===== config.mk =====
export PLATFORM = sky130hd
export DESIGN_NAME = multdiv
export DESIGN_NICKNAME = d
export VERILOG_FILES = /design/src/rtl/multdiv_pkg.sv /design/src/rtl/multdiv_addsub.sv /design/src/rtl/multdiv.sv
export SDC_FILE = /design/constraint.sdc
export NUM_CORES = 1
export LEC_CHECK = 0
export CORE_MARGIN = 8
export CORE_UTILIZATION = 60
export CTS_CLUSTER_DIAMETER = 40
export DETAILED_ROUTE_END_ITERATION = 10
export GPL_TIMING_DRIVEN = 1
export PLACE_DENSITY = 0.82
export REMOVE_ABC_BUFFERS = 1
export SETUP_SLACK_MARGIN = 0.1
export SLEW_MARGIN = 20
export SYNTH_ARGS = -nofsm -noshare
export SYNTH_HDL_FRONTEND = slang
export SYNTH_SLANG_ARGS = --single-unit

===== constraint.sdc =====
create_clock -name clock -period 8.3 [get_ports clock]
set_input_delay 0.83 -clock clock [delete_from_list [all_inputs] [get_ports clock]]
set_output_delay 0.83 -clock clock [all_outputs]
set_load 0.05 [all_outputs]

===== src/rtl/multdiv_pkg.sv =====
// multdiv_pkg: shared width, iteration count and FSM states for multdiv
package multdiv_pkg;
   localparam int WIDTH = 32;
   localparam int ITERATIONS = 32;
   localparam logic [5:0] LAST_ITER = 6'(ITERATIONS - 1);
   localparam logic [5:0] MAX_ITER = 6'(ITERATIONS);
   typedef enum logic [1:0] {IDLE, MUL, DIV, DONE} state_e;
endpackage


===== src/rtl/multdiv_addsub.sv =====
// multdiv_addsub: 33-bit adder/subtractor, sub doubles as the carry-in
module multdiv_addsub #(
   parameter int W = 33
) (
   input  logic [W-1:0] a,
   input  logic [W-1:0] b,
   input  logic         sub,
   output logic [W-1:0] s
);
   assign s = a + (b ^ {W{sub}}) + W'(sub);
endmodule


===== src/rtl/multdiv.sv =====
// multdiv: iterative 32-cycle signed shift-add multiply and non-restoring divide
module multdiv #(
   parameter int WIDTH = multdiv_pkg::WIDTH
) (
   input  logic             clock,
   input  logic             reset,
   input  logic [WIDTH-1:0] data_operandA,
   input  logic [WIDTH-1:0] data_operandB,
   input  logic             ctrl_MULT,
   input  logic             ctrl_DIV,
   output logic [WIDTH-1:0] data_result,
   output logic             data_exception,
   output logic             data_resultRDY
);
   import multdiv_pkg::*;
   state_e           state_q, state_d;
   logic [5:0]       cnt_q, cnt_d;
   logic [WIDTH:0]   acc_q, acc_d;
   logic [WIDTH-1:0] lo_q, lo_d, a_q, a_d, b_q, b_d, res_q, res_d;
   logic             div_q, div_d, exc_q, exc_d, rdy_q, rdy_d;
   logic             start, is_mul, add_sub, neg, div_zero, div_ovf, mul_exc;
   logic [WIDTH-1:0] mag_a, mag_b, div_res;
   logic [WIDTH:0]   add_a, add_b, sum, top_bits;
   multdiv_addsub #(.W(WIDTH + 1)) u_addsub (
      .a  (add_a),
      .b  (add_b),
      .sub(add_sub),
      .s  (sum)
   );
   // Multiply: {acc[31:0], lo} is the product with multiplier bits shifting out of lo;
   // the MSB of the multiplier weighs -2^31, so the last step subtracts.
   // Divide: {acc, lo} is remainder:dividend; quotient bits shift into lo.
   always_comb begin
      start    = ctrl_MULT | ctrl_DIV;
      is_mul   = state_q == MUL;
      mag_a    = data_operandA[WIDTH-1] ? -data_operandA : data_operandA;
      mag_b    = b_q[WIDTH-1] ? -b_q : b_q;
      add_a    = is_mul ? {acc_q[WIDTH-1], acc_q[WIDTH-1:0]} : {acc_q[WIDTH-1:0], lo_q[WIDTH-1]};
      add_b    = is_mul ? (lo_q[0] ? {a_q[WIDTH-1], a_q} : '0) : {1'b0, mag_b};
      add_sub  = is_mul ? cnt_q == LAST_ITER : ~acc_q[WIDTH];
      top_bits = {acc_q[WIDTH-1:0], lo_q[WIDTH-1]};
      mul_exc  = ~(&top_bits | ~|top_bits);
      neg      = a_q[WIDTH-1] ^ b_q[WIDTH-1];
      div_zero = b_q == '0;
      div_ovf  = a_q == {1'b1, {(WIDTH-1){1'b0}}} && b_q == '1;
      div_res  = div_zero ? '0 : neg ? -lo_q : lo_q;
   end
   always_comb begin
      state_d = state_q;
      cnt_d   = cnt_q;
      acc_d   = acc_q;
      lo_d    = lo_q;
      a_d     = a_q;
      b_d     = b_q;
      div_d   = div_q;
      res_d   = res_q;
      exc_d   = exc_q;
      rdy_d   = 1'b0;
      if (start) begin
         state_d = ctrl_MULT ? MUL : DIV;
         div_d   = ~ctrl_MULT;
         cnt_d   = '0;
         a_d     = data_operandA;
         b_d     = data_operandB;
         acc_d   = '0;
         lo_d    = ctrl_MULT ? data_operandB : mag_a;
      end else begin
         unique case (state_q)
            MUL, DIV: begin
               acc_d   = is_mul ? {sum[WIDTH], sum[WIDTH:1]} : sum;
               lo_d    = is_mul ? {sum[0], lo_q[WIDTH-1:1]} : {lo_q[WIDTH-2:0], ~sum[WIDTH]};
               cnt_d   = cnt_q == MAX_ITER ? cnt_q : cnt_q + 6'd1;
               state_d = cnt_q == LAST_ITER ? DONE : state_q;
            end
            DONE: begin
               state_d = IDLE;
               rdy_d   = 1'b1;
               res_d   = div_q ? div_res : lo_q;
               exc_d   = div_q ? div_zero | div_ovf : mul_exc;
            end
            default: ;
         endcase
      end
   end
   always_ff @(posedge clock) begin
      if (reset) begin
         state_q <= IDLE;
         cnt_q   <= '0;
         acc_q   <= '0;
         lo_q    <= '0;
         a_q     <= '0;
         b_q     <= '0;
         div_q   <= 1'b0;
         res_q   <= '0;
         exc_q   <= 1'b0;
         rdy_q   <= 1'b0;
      end else begin
         state_q <= state_d;
         cnt_q   <= cnt_d;
         acc_q   <= acc_d;
         lo_q    <= lo_d;
         a_q     <= a_d;
         b_q     <= b_d;
         div_q   <= div_d;
         res_q   <= res_d;
         exc_q   <= exc_d;
         rdy_q   <= rdy_d;
      end
   end
   assign data_result    = res_q;
   assign data_exception = exc_q;
   assign data_resultRDY = rdy_q;
endmodule


# Word level (Yosys, flattened, before mapping)
# Cells that the tools add are included.
[totals]
regBits = 172
inputBits = 68
out_inout_bits = 34
elab_cells = 67
[classes]
add_sub_neg = 6
eq_ne = 8
mux = 20
bitwise_logic = 11
reduce_logical = 12
[ops]
columns = ["operator", "n"]
rows = [
  ["2-to-1 mux 32 bit", 11],
  ["negator 32 bit", 3],
  ["2-to-1 mux 33 bit", 2],
  ["== test 32 bit, second input constant", 2],
  ["adder 33 x 1 -> 33 bit", 1],
  ["adder 33 bit", 1],
  ["AND reduction 33 bit", 1],
  ["OR reduction 33 bit", 1],
  ["bitwise XOR 33 bit", 1],
  ["logical NOT 32 bit", 1],
  ["adder 6 x 1 -> 6 bit, second input constant", 1],
  ["== test 6 x 5 -> 1 bit, second input constant", 1],
  ["== test 6 bit, second input constant", 1],
  ["2-to-1 mux 2 bit", 3],
  ["inverter 1 bit", 6],
  ["AND reduction 2 bit", 3],
  ["== test 2 bit, second input constant", 2],
  ["one-hot mux 2 bit (2 select lines)", 1],
  ["OR reduction 2 bit", 2],
  ["2-to-1 mux 1 bit", 3],
  ["!= test 3 bit, second input constant", 1],
  ["bitwise OR 1 bit", 3],
  ["nonzero test 3 bit", 1],
  ["== test 2 x 1 -> 1 bit, second input constant", 1],
  ["other kinds (4)", 4],
]

# Logic depth before layout (Yosys ltp)
# Gate-level depths: netlist of the first run.
[logic_depth]
ltp_word = 10
ltp_mapped = 19
mapped_depth_nobuf = 19

# Cells and area by module
# A second synthesis of the first run with hierarchy kept.
[hier_totals]
hier_cells = 1678
hier_area_um2 = 12677.2
[modules_own_cells]
columns = ["module", "n_inst", "cells_each", "area_per_inst_um2", "seq_area_each_um2"]
rows = [
  ["multdiv", 1, 1364, 10467.5, 3443.3],
  ["multdiv_addsub", 1, 314, 2209.6, 0.0],
]

# Worst setup path before layout of the first run
# No wires, ideal clock.
[synth_timing]
path_type = "reg-to-reg"
start = "reg b_q[2]"
end = "reg lo_q[0]"
t_arrival_ns = 4.251
slack_ns = 3.916
path_stages_with_launch = 20
period_less_slack_ns = 4.384
cell_sequence = "dfxtp_1 > clkbuf_1 > nor4_1 > nand2_1 > or3_1 > nand2b_1 > o31ai_1 > xor2_1 > o21ai_0 > xnor2_1 > ha_1 > and3_1 > and2_1 > o2111ai_1 > a22oi_1 > a221o_1 > a31o_2 > and4_1 > nor3_1 > o22ai_1"
[synth_via]
elab_chain_cells = 10
[synth_lines]
columns = ["element", "line", "rtl"]
rows = [
  ["start, declared", "multdiv.sv:19", "logic [WIDTH-1:0] lo_q, lo_d, a_q, a_d, b_q, b_d, res_q, res_d;"],
  ["start signal, assigned", "multdiv.sv:92", "b_q <= '0;"],
  ["start signal, assigned", "multdiv.sv:103", "b_q <= b_d;"],
  ["negator 32 bit", "multdiv.sv:37", "mag_b = b_q[WIDTH-1] ? -b_q : b_q;"],
  ["2-to-1 mux 32 bit *", "multdiv.sv:37", ""],
  ["2-to-1 mux 33 bit *", "multdiv.sv:39", "add_b = is_mul ? (lo_q[0] ? {a_q[WIDTH-1], a_q} : '0) : {1'b0, mag_b};"],
  ["bitwise XOR 33 bit *", "multdiv_addsub.sv:10", "assign s = a + (b ^ {W{sub}}) + W'(sub);"],
  ["adder 33 bit *", "multdiv_addsub.sv:10", ""],
  ["adder 33 x 1 -> 33 bit *", "multdiv_addsub.sv:10", ""],
  ["inverter 1 bit *", "multdiv.sv:71", "lo_d = is_mul ? {sum[0], lo_q[WIDTH-1:1]} : {lo_q[WIDTH-2:0], ~sum[WIDTH]};"],
  ["2-to-1 mux 32 bit *", "multdiv.sv:71", ""],
  ["2-to-1 mux 32 bit *", "multdiv.sv:68", "unique case (state_q)"],
  ["2-to-1 mux 32 bit *", "multdiv.sv:59", "if (start) begin"],
  ["end signal, assigned", "multdiv.sv:101", "lo_q <= lo_d;"],
  ["end, declared", "multdiv.sv:19", ""],
]
# Every way passes the cells marked *; elsewhere a longest branch is shown, timed or not. The select of a mux whose other input is x is not followed.
# A chain may end at the register's enable or synchronous reset.

# Final worst setup path of the first run
[layout_timing]
start = "reg state_q[0]"
end = "reg lo_q[0]"
[layout_via]
elab_chain_cells = 9
word_cells_on_any_way = 14
cone_classes = "add/sub: 2; eq/ne: 2; mux: 6; bitwise: 2; reduce/logical: 2"
[layout_lines]
columns = ["element", "line", "rtl"]
rows = [
  ["start, declared", "multdiv.sv:16", "state_e state_q, state_d;"],
  ["start signal, assigned", "multdiv.sv:98", "state_q <= state_d;"],
  ["== test 2 x 1 -> 1 bit", "multdiv.sv:35, multdiv.sv:68", ""],
  ["2-to-1 mux 33 bit or 2-to-1 mux 1 bit (tied branches)", "multdiv.sv:39, multdiv.sv:40", ""],
  ["bitwise XOR 33 bit", "multdiv_addsub.sv:10", ""],
  ["adder 33 bit", "multdiv_addsub.sv:10", ""],
  ["adder 33 x 1 -> 33 bit", "multdiv_addsub.sv:10", ""],
  ["inverter 1 bit", "multdiv.sv:71", ""],
  ["2-to-1 mux 32 bit", "multdiv.sv:71", ""],
  ["2-to-1 mux 32 bit", "multdiv.sv:68", ""],
  ["2-to-1 mux 32 bit", "multdiv.sv:59", ""],
]
# Several ways; a longest one is shown, not always the timed one. The select of a mux whose other input is x is not followed.

==> flow_metrics.py, run 1 <==
metrics = {
    "power": {
        "p_leak_nw": 5.15,
        "ir_worst_vdd_uv": 148,
        "powerDensity_nw_per_um2": 182,
        "p_total_mw": 2.48,
    },
    "clock_network": {
        "cts_tree": "done",
        "cts-resized-gates": 0,
        "clock-sinks": 172,
        "post_cts_buffers": 0,
        "cts_root_buf": "clkbuf_16",
        "htreeDepth": 4,
        "clockBufferDepth": 2,
        "clk_latency_ns": 0.45,
        "clkTransAtPathRegs_ns": 0.07,
        "cts_made_buffers": 17,
        "cts_hold_buffers": 0,
    },
    "die": {
        "die_w_um": 157,
        "rows": 51,
        "core_um2": 19500,
        "dieArea_um2": 24800,
        "die_h_um": 157,
        "pin_count": 102,
        "floorplan.initialDensity_pct": 61.5,
    },
    "critical_path": {
        "slowest_stage": "ha_4",
        "cp-end-kind": "flip-flop",
        "path_class": "reg -> reg",
        "path_cells": "ha_4 -> buf_4 -> a21oi_4 -> buf_4 -> xnor2_1 -> fa_1 -> a211oi_1 -> o211ai_1 -> a311oi_1 -> a22oi_1 -> a221o_1 -> a31o_2 -> and4_1 -> nor3_1 -> o22ai_1",
        "critPathRequiredTime_ns": 8.60,
        "crit_arrival_ns": 5.97,
        "slowest_delay_ns": 0.83,
        "crit_fanout": 84,
        "startpoint_type": "flip-flop",
        "crit_top_cell": "buf_4",
    },
    "detailed_routing": {
        "vias": 12000,
        "detail-route-antenna-nets": 0,
        "avgRoutedWirePerCell_um": 18.8,
        "drtPass1Iterations": 8,
        "wl_mm": 35.7,
        "drt_iter0_markers": 1062,
        "vias_per_cell": 6.34,
        "drc_errors": 0,
    },
    "placed_design": {
        "dp_slack_ns": 2.74,
        "dpl.hpwl_mm": 25.7,
        "gp_congestion": 0.980,
        "port_buffers": 101,
    },
    "finish": {
        "syn2layout_area_growth_pct": 13.5,
        "mostFrequentLayoutCells": "nand2_1, dfxtp_1, a21oi_1",
        "layout_commonest_cell": "nand2_1",
        "final_util_pct": 69.8,
        "final_net_count": 1727,
        "num_antenna_cells": 0,
        "drive_gt1_share_pct": 5.82,
        "fillers": 1684,
    },
    "sta": {
        "maxSlewHeadroom_pct": 32.0,
        "worst_hold_slack_ns": 0.470,
        "finalSetupViolCount": 0,
        "tightestPinTransition_ns": 1.01,
        "fin_ws_ns": 2.63,
        "drv_slew": 0,
        "final-hold-violation-count": 0,
        "max_freq_mhz": 176,
        "rsz0062_at_grt": "no",
        "clock_skew_ns": 0.0142,
        "finalCriticalPeriod_ns": 5.67,
        "fin_crit_sh_pct": 68.4,
    },
    "min_path": {
        "holdCritPathClass": "reg -> reg",
    },
    "job": {
        "drv_cap": 0,
    },
    "global_routing": {
        "grt_max_degree": 85,
        "grt-ovfl-total": 0,
        "grt_pass1_wl_mm": 56.8,
        "use_met3_pct": 6.20,
        "met1_usage_pct": 35.8,
        "grt-busiest-layer": "met2",
        "grt_usage_pct": 28.5,
        "antenna_found_initial": 0,
        "use_met2_pct": 47.3,
        "grt_pass1_vias": 11200,
    },
    "yosys": {
        "yosys_warnings": 0,
        "async_flop_share_pct": 0,
        "synthDistinctLibCells": 63,
        "synth_ff_type": "dfxtp_1",
        "ys_seq_elements": 172,
        "syn_avg_cell_area_um2": 7.52,
        "synthCells": 1598,
        "yosysSeqAreaShare_pct": 28.7,
        "synth_edf_count": 0,
        "syn_area_um2": 12000,
    },
    "outcome": {
        "outcome": "finished clean",
    },
}
final timing paths:
path	start	to	slack [ns]	cells after the start
max reg2reg	state_q[0]	lo_q[0]	2.63	15
min reg2reg	a_q[13]	a_q[13]	0.47	2
min	a_q[13]	a_q[13]	0.47	2
max	state_q[0]	lo_q[0]	2.63	15
Yosys cell counts, types with 4 or more instances:
library cell / n / share of area (%)
a211oi_1: 58 / 3.6
a21o_1: 16 / 1.0
a21oi_1: 168 / 7.0
a221o_1: 4 / 0.33
a221oi_1: 11 / 0.80
a22oi_1: 33 / 2.1
a31oi_1: 7 / 0.36
a32oi_1: 6 / 0.44
and2_1: 7 / 0.36
and3_1: 6 / 0.31
buf_1: 17 / 0.53
clkbuf_1: 96 / 3.0
dfxtp_1: 172 / 29
ha_1: 39 / 4.1
inv_1: 25 / 0.78
mux2_2: 30 / 2.8
mux2i_1: 36 / 3.0
nand2_1: 210 / 6.6
nand2b_1: 8 / 0.42
nand3_1: 44 / 1.8
nand4_1: 22 / 1.1
nor2_1: 153 / 4.8
nor2b_1: 7 / 0.36
nor3_1: 33 / 1.4
nor4_1: 23 / 1.2
o211ai_1: 7 / 0.44
o21ai_0: 96 / 4.0
o31ai_1: 24 / 1.5
o41ai_1: 10 / 0.73
or3_1: 10 / 0.52
or4_1: 18 / 1.1
xnor2_1: 69 / 5.0
xor2_1: 87 / 6.3
where the power goes:
| group | internal [mW] | leakage, nW | switching (mW) | total [mW] |
|---|---|---|---|---|
| Clock | 0.403 | 0.267 | 0.387 | 0.789 |
| Combinational | 0.300 | 3.47 | 0.464 | 0.764 |
| Sequential | 0.867 | 1.41 | 0.0620 | 0.929 |
| Total | 1.57 | 5.15 | 0.912 | 2.48 |
worst max-delay path: cells and delay by family (launching register included):
family	cells	cell delay [ns]
AO/OA/AOI/OAI	8	1.84
XOR/XNOR	1	0.24
adder cells (fa/ha/maj)	2	1.31
buffers and inverters	2	1.10
flip-flops	1	0.41
AND/OR/NAND/NOR	2	0.56
cell families after synthesis:
| group | after synthesis | synth area share (%) |
|---|---|---|
| AOI/OAI and AO/OA | 467 | 24.4 |
| xor gates and xnor gates | 156 | 11.4 |
| adders and majority gates | 40 | 4.23 |
| buffers and inverters | 141 | 4.49 |
| DFF | 172 | 28.7 |
| muxes | 66 | 5.81 |
| and+or+nand+nor | 556 | 21.1 |
routing by layer:
metal / vias up / wire length (µm)
met3: 70 / 2890
met1: 5655 / 15000
li1: 5820 / -
met2: 474 / 17000
met5: - / 0
met4: 0 / 812
state kept, by name, summed over array words and instances, names as in the netlist:
| signal | flops |
|---|---|
| a_q | 32 |
| acc_q | 33 |
| b_q | 32 |
| cnt_q | 6 |
| data_exception | 1 |
| data_result | 32 |
| data_resultRDY | 1 |
| div_q | 1 |
| lo_q | 32 |
| state_q | 2 |
per-stage QoR:
stage,cell area [µm²],TNS [ns],std cells
floorplan,11600,-23.35,1482
global placement,13100,0,1865
detailed placement,13100,0,1865
CTS,13600,0,1897
global route,13600,0,1897
finish,13600,0,1897
cell type report:
cell class	count	area [µm²]	share of cell area, %
multi-input cells	1285	8060	59.2
flip-flops and latches	172	3440	25.3
repair buffers	118	1130	8.26
clock buffers	18	439	3.22
well taps	265	332	2.43
clock inverters	14	135	0.991
inverters	25	93.8	0.688
Power figures use the tool's default switching activity.
==> run 2, diff against run 1 <==
CORE_UTILIZATION = 59   (was 60)
PLACE_DENSITY = 0.81   (was 0.82)
clock period = 5.7 ns   (was 8.3 ns; I/O delays follow)
==> run 2 against run 1 <==
Clock skew down 0.0051 ns. Maximum frequency up 12%. Die area up 1.5%. Design area up 0.48%. Worst setup slack worse by 2.0 ns. Flip-flop and latch count unchanged. Wire length up 1.5%. Clock power up 56%. Critical path type unchanged. Largest cell class unchanged.
==> flow_metrics.py, run 2 (synthesis gave the netlist of run 1 again) <==
metrics = {
    "sta": {
        "finalSetupViolCount": 0,
        "clock_skew_ns": 0.00911,
        "max_freq_mhz": 198,
        "tns_ns": 0,
        "fin_ws_ns": 0.639,
        "final-hold-violation-count": 0,
        "fin_crit_sh_pct": 88.8,
        "tightestPinTransition_ns": 0.924,
        "worst_hold_slack_ns": 0.473,
        "maxSlewHeadroom_pct": 38.3,
        "rsz0062_at_grt": "no",
        "finalCriticalPeriod_ns": 5.06,
        "drv_slew": 0,
    },
    "placed_design": {
        "port_buffers": 101,
        "dpl.hpwl_mm": 26.6,
        "placedCellCount": 1870,
        "dp_slack_ns": 0.751,
        "gp_congestion": 0.946,
    },
    "clock_network": {
        "cts_root_buf": "clkbuf_16",
        "cts-resized-gates": 0,
        "cts_made_buffers": 17,
        "clock-sinks": 172,
        "htreeDepth": 4,
        "clk_latency_ns": 0.44,
        "clkTransAtPathRegs_ns": 0.07,
        "cts_tree": "done",
        "post_cts_buffers": 0,
        "clockBufferDepth": 2,
        "cts_hold_buffers": 0,
    },
    "die": {
        "die_w_um": 159,
        "rows": 52,
        "floorplan.initialDensity_pct": 59.7,
        "pin_count": 102,
        "dieArea_um2": 25200,
        "die_h_um": 159,
        "core_um2": 20100,
    },
    "detailed_routing": {
        "drtPass1Iterations": 6,
        "wl_mm": 36.3,
        "vias_per_cell": 6.38,
        "detail-route-antenna-nets": 0,
        "vias": 12100,
        "avgRoutedWirePerCell_um": 19.1,
        "drt_iter0_markers": 1100,
        "drc_errors": 0,
    },
    "global_routing": {
        "grt_pass1_wl_mm": 56.8,
        "met1_usage_pct": 37.4,
        "grt-busiest-layer": "met2",
        "use_met2_pct": 46.4,
        "grt_pass1_vias": 11000,
        "use_met3_pct": 4.32,
        "grt-ovfl-total": 0,
        "antenna_found_initial": 0,
        "grt_max_degree": 74,
        "grt_usage_pct": 28.3,
    },
    "finish": {
        "finalNonFillerCells": 1902,
        "drive_gt1_share_pct": 5.88,
        "final_net_count": 1727,
        "syn2layout_area_growth_pct": 14.0,
        "multiInputGateArea_um2": 8070,
        "largest_reg_flops": 33,
        "seqCellArea_um2": 3440,
        "max_flop_register": "acc_q",
        "num_antenna_cells": 0,
        "mostFrequentLayoutCells": "nand2_1, dfxtp_1, a21oi_1",
        "layout_commonest_cell": "nand2_1",
        "fillers": 1723,
    },
    "critical_path": {
        "cp-end-kind": "flip-flop",
        "critPathRequiredTime_ns": 5.99,
        "startpoint_type": "flip-flop",
        "crit_arrival_ns": 5.35,
        "startpoint": "state_q[0]",
        "path_cells": "ha_4 -> buf_4 -> o21ai_0 -> xnor2_1 -> fa_1 -> a211oi_1 -> o211ai_1 -> a311oi_1 -> a22oi_1 -> a221o_1 -> a31o_2 -> and4_1 -> nor3_1 -> o22ai_1",
        "rr_worst_depth": 14,
        "critPathCapture": "lo_q[0]",
        "crit_fanout": 73,
        "path_class": "reg -> reg",
        "rr_endpoint": "lo_q[0]",
        "slowest_delay_ns": 0.66,
        "worstReg2RegStart": "state_q[0]",
        "slowest_stage": "buf_4",
        "r2r_slack_ns": 0.64,
    },
    "power": {
        "ir_worst_vdd_uv": 240,
        "powerDensity_nw_per_um2": 271,
        "p_leak_nw": 5.19,
    },
    "job": {
        "drv_cap": 0,
    },
    "min_path": {
        "min_path_cells": 2,
        "holdCritPathClass": "reg -> reg",
    },
    "outcome": {
        "outcome": "finished clean",
    },
}
[run 2: layer usage]
layer	vias up	wire, µm
li1	5788	-
met1	5828	15900
met2	454	17100
met3	67	2500
met4	0	804
met5	-	0
[run 2: critical path: cells and delay by family (launching register included)]
kind | cells | cell delay (ns)
buffers and inverters | 1 | 0.66
and+or+nand+nor | 2 | 0.55
AOI/OAI and AO/OA | 8 | 1.97
adders and majority gates | 2 | 1.05
DFF | 1 | 0.41
xor gates and xnor gates | 1 | 0.21
[run 2: cell type report]
cell class | instances | area share [%]
Timing Repair Buffer | 118 | 8.37
Inverter | 25 | 0.685
Sequential cell | 172 | 25.1
Tap cell | 270 | 2.47
Clock buffer | 18 | 3.21
Clock inverter | 14 | 1.25
Multi-Input combinational cell | 1285 | 58.9
[run 2: stage by stage]
stage | utilization, % | instance area, µm² | power [mW]
2_1_floorplan | - | 11600 | 2.14
3_3_place_gp | 64.9 | 13100 | 2.46
3_5_place_dp | 65.1 | 13100 | 2.48
4_1_cts | 68.1 | 13700 | 3.70
5_1_grt | 68.1 | 13700 | 3.89
6_report | 68.1 | 13700 | 3.71
[run 2: how the worst min path moves through the flow]
stage	endpoint	from	slack, ns
finish	a_q[11]	a_q[11]	0.47
detailed placement	a_q[11]	a_q[11]	0.47
global route	a_q[13]	a_q[13]	0.49
CTS	a_q[11]	a_q[11]	0.47
global placement	a_q[25]	a_q[25]	0.46
floorplan	a_q[30]	a_q[30]	0.43
[run 2: report_power, final]
part / total [mW] / leakage, nW / internal [mW] / switching, mW
sequential: 1.36 / 1.41 / 1.26 / 0.0967
combinational: 1.12 / 3.48 / 0.441 / 0.675
clock: 1.23 / 0.291 / 0.675 / 0.559
==> run 3, diff against run 2 <==
CAP_MARGIN = 20   (was unset)
clock period = 5.2 ns   (was 5.7 ns; I/O delays follow)
==> run 3 against run 2 <==
Non-clock buffer count up 3. Critical path depth up 3. Clock skew up 0.0044 ns. Worst setup slack worse by 0.21 ns. Sequential share of layout area about the same. Largest cell class unchanged.
==> flow_metrics.py, run 3 (synthesis gave the netlist of run 1 again) <==
metrics = {
    "sta": {
        "maxSlewHeadroom_pct": 27.9,
        "finalCriticalPeriod_ns": 4.78,
        "fin_ws_ns": 0.425,
        "rsz0062_at_grt": "yes",
        "final-hold-violation-count": 0,
        "tightestPinTransition_ns": 1.08,
        "drv_slew": 0,
        "fin_crit_sh_pct": 91.8,
        "clock_skew_ns": 0.0135,
        "max_freq_mhz": 209,
        "worst_hold_slack_ns": 0.474,
        "finalSetupViolCount": 0,
    },
    "finish": {
        "max_flop_register": "acc_q",
        "layout_commonest_cell": "nand2_1",
        "mostFrequentLayoutCells": "nand2_1, dfxtp_1, a21oi_1",
        "final_net_count": 1730,
        "fillers": 1733,
        "drive_gt1_share_pct": 6.24,
        "syn2layout_area_growth_pct": 14.2,
        "largest_reg_flops": 33,
    },
    "clock_network": {
        "cts_made_buffers": 17,
        "clock-sinks": 172,
        "post_cts_buffers": 0,
        "cts_root_buf": "clkbuf_16",
        "clkTransAtPathRegs_ns": 0.07,
        "htreeDepth": 4,
        "clk_latency_ns": 0.44,
        "clockBufferDepth": 2,
        "cts_tree": "done",
    },
    "critical_path": {
        "critPathRequiredTime_ns": 5.47,
        "startpoint_type": "flip-flop",
        "crit_arrival_ns": 5.05,
        "slowest_delay_ns": 0.59,
        "path_class": "reg -> reg",
        "crit_fanout": 7,
        "path_cells": "or4_1 -> or3_1 -> nand2b_1 -> o31ai_1 -> xor2_1 -> o21ai_0 -> xnor2_1 -> ha_1 -> a21oi_1 -> o211ai_1 -> a311oi_1 -> a22oi_1 -> a221o_1 -> a31o_2 -> and4_1 -> nor3_2 -> o22ai_1",
        "slowest_stage": "or4_1",
        "cp-end-kind": "flip-flop",
        "rr_worst_depth": 17,
    },
    "power": {
        "ir_worst_vdd_uv": 287,
        "p_leak_nw": 5.19,
        "p_total_mw": 4.03,
        "powerDensity_nw_per_um2": 294,
    },
    "detailed_routing": {
        "vias": 12100,
        "wl_mm": 36.9,
        "vias_per_cell": 6.37,
        "drtPass1Iterations": 8,
        "avgRoutedWirePerCell_um": 19.4,
        "drt_iter0_markers": 1025,
        "drc_errors": 0,
        "detail-route-antenna-nets": 0,
    },
    "placed_design": {
        "dpl.hpwl_mm": 26.9,
        "dp_slack_ns": 0.335,
        "gp_congestion": 0.971,
        "port_buffers": 101,
    },
    "min_path": {
        "holdCritPathClass": "reg -> reg",
        "min_path_cells": 2,
    },
    "die": {
        "floorplan.initialDensity_pct": 59.7,
        "die_h_um": 159,
        "rows": 52,
        "core_um2": 20100,
        "dieArea_um2": 25200,
        "die_w_um": 159,
        "pin_count": 102,
    },
    "global_routing": {
        "grt_pass1_wl_mm": 58.1,
        "grt-ovfl-total": 0,
        "antenna_found_initial": 1,
        "grt_usage_pct": 28.9,
        "grt_pass1_vias": 11400,
        "grt_max_degree": 74,
    },
    "job": {
        "drv_cap": 0,
    },
    "outcome": {
        "outcome": "finished clean",
    },
}
## run 3: changes by cell type in the layout (fill, tap and decap cells not counted), sizes merged
cell      before  now
diode          0    1
bufinv         2    1
clkinv         2    5
inv           32   31
buf           20   23
clkinvlp       3    2
## run 3: report_power, final
group          total (mW)  leakage, nW  switching (mW)  internal [mW]
logic                1.24         3.50           0.754          0.486
registers            1.49         1.41           0.103           1.38
clock network        1.31        0.285           0.614          0.693
## run 3: through the flow
stage,TNS (ns),instances,instance area (µm²),utilization [%]
after floorplan,-143.62,1482,11600,-
final,0,1906,13700,68.2
after global placement,0,1873,13100,65.2
after detailed placement,0,1873,13100,65.2
after global routing,0,1905,13700,68.2
after CTS,0,1905,13700,68.1
## run 3: what timing repair did
item,in CTS,in global routing
resized for setup,0,4
setup endpoints to repair,0,4
hold buffers,0,0
endpoints found under the hold margin,0,0
## run 3: cell type report
type                    count  area, µm²  area share (%)
inverters                  25       93.8           0.684
clock buffers              18        439            3.20
multi-input cells        1285       8090            58.9
diodes                      1       2.50          0.0182
flip-flops and latches    172       3440            25.1
repair buffers            121       1160            8.46
clock inverters            14        154            1.12
well taps                 270        338            2.46
## run 3: path summary, 6_finish.rpt
kind / from / endpoint / slack, ns
max: b_q[6] / lo_q[0] / 0.42
min: a_q[5] / a_q[5] / 0.47
max reg2reg: b_q[6] / lo_q[0] / 0.42
min reg2reg: a_q[5] / a_q[5] / 0.47
## run 3: layer usage
layer	vias up	part of all wire [%]	track usage, %
met2	506	47	46.3
met5	-	0	0
met1	5742	43	37.9
met3	86	7.3	5.40
li1	5813	-	-
met4	0	3.0	10.5
## run 3: worst max-delay path, delay by kind of cell (launching register included)
| kind | cells | cell delay [ns] |
|---|---|---|
| compound gates | 9 | 1.89 |
| simple gates | 5 | 1.69 |
| flops | 1 | 0.37 |
| fa+ha+maj | 1 | 0.36 |
| xor+xnor | 2 | 0.32 |
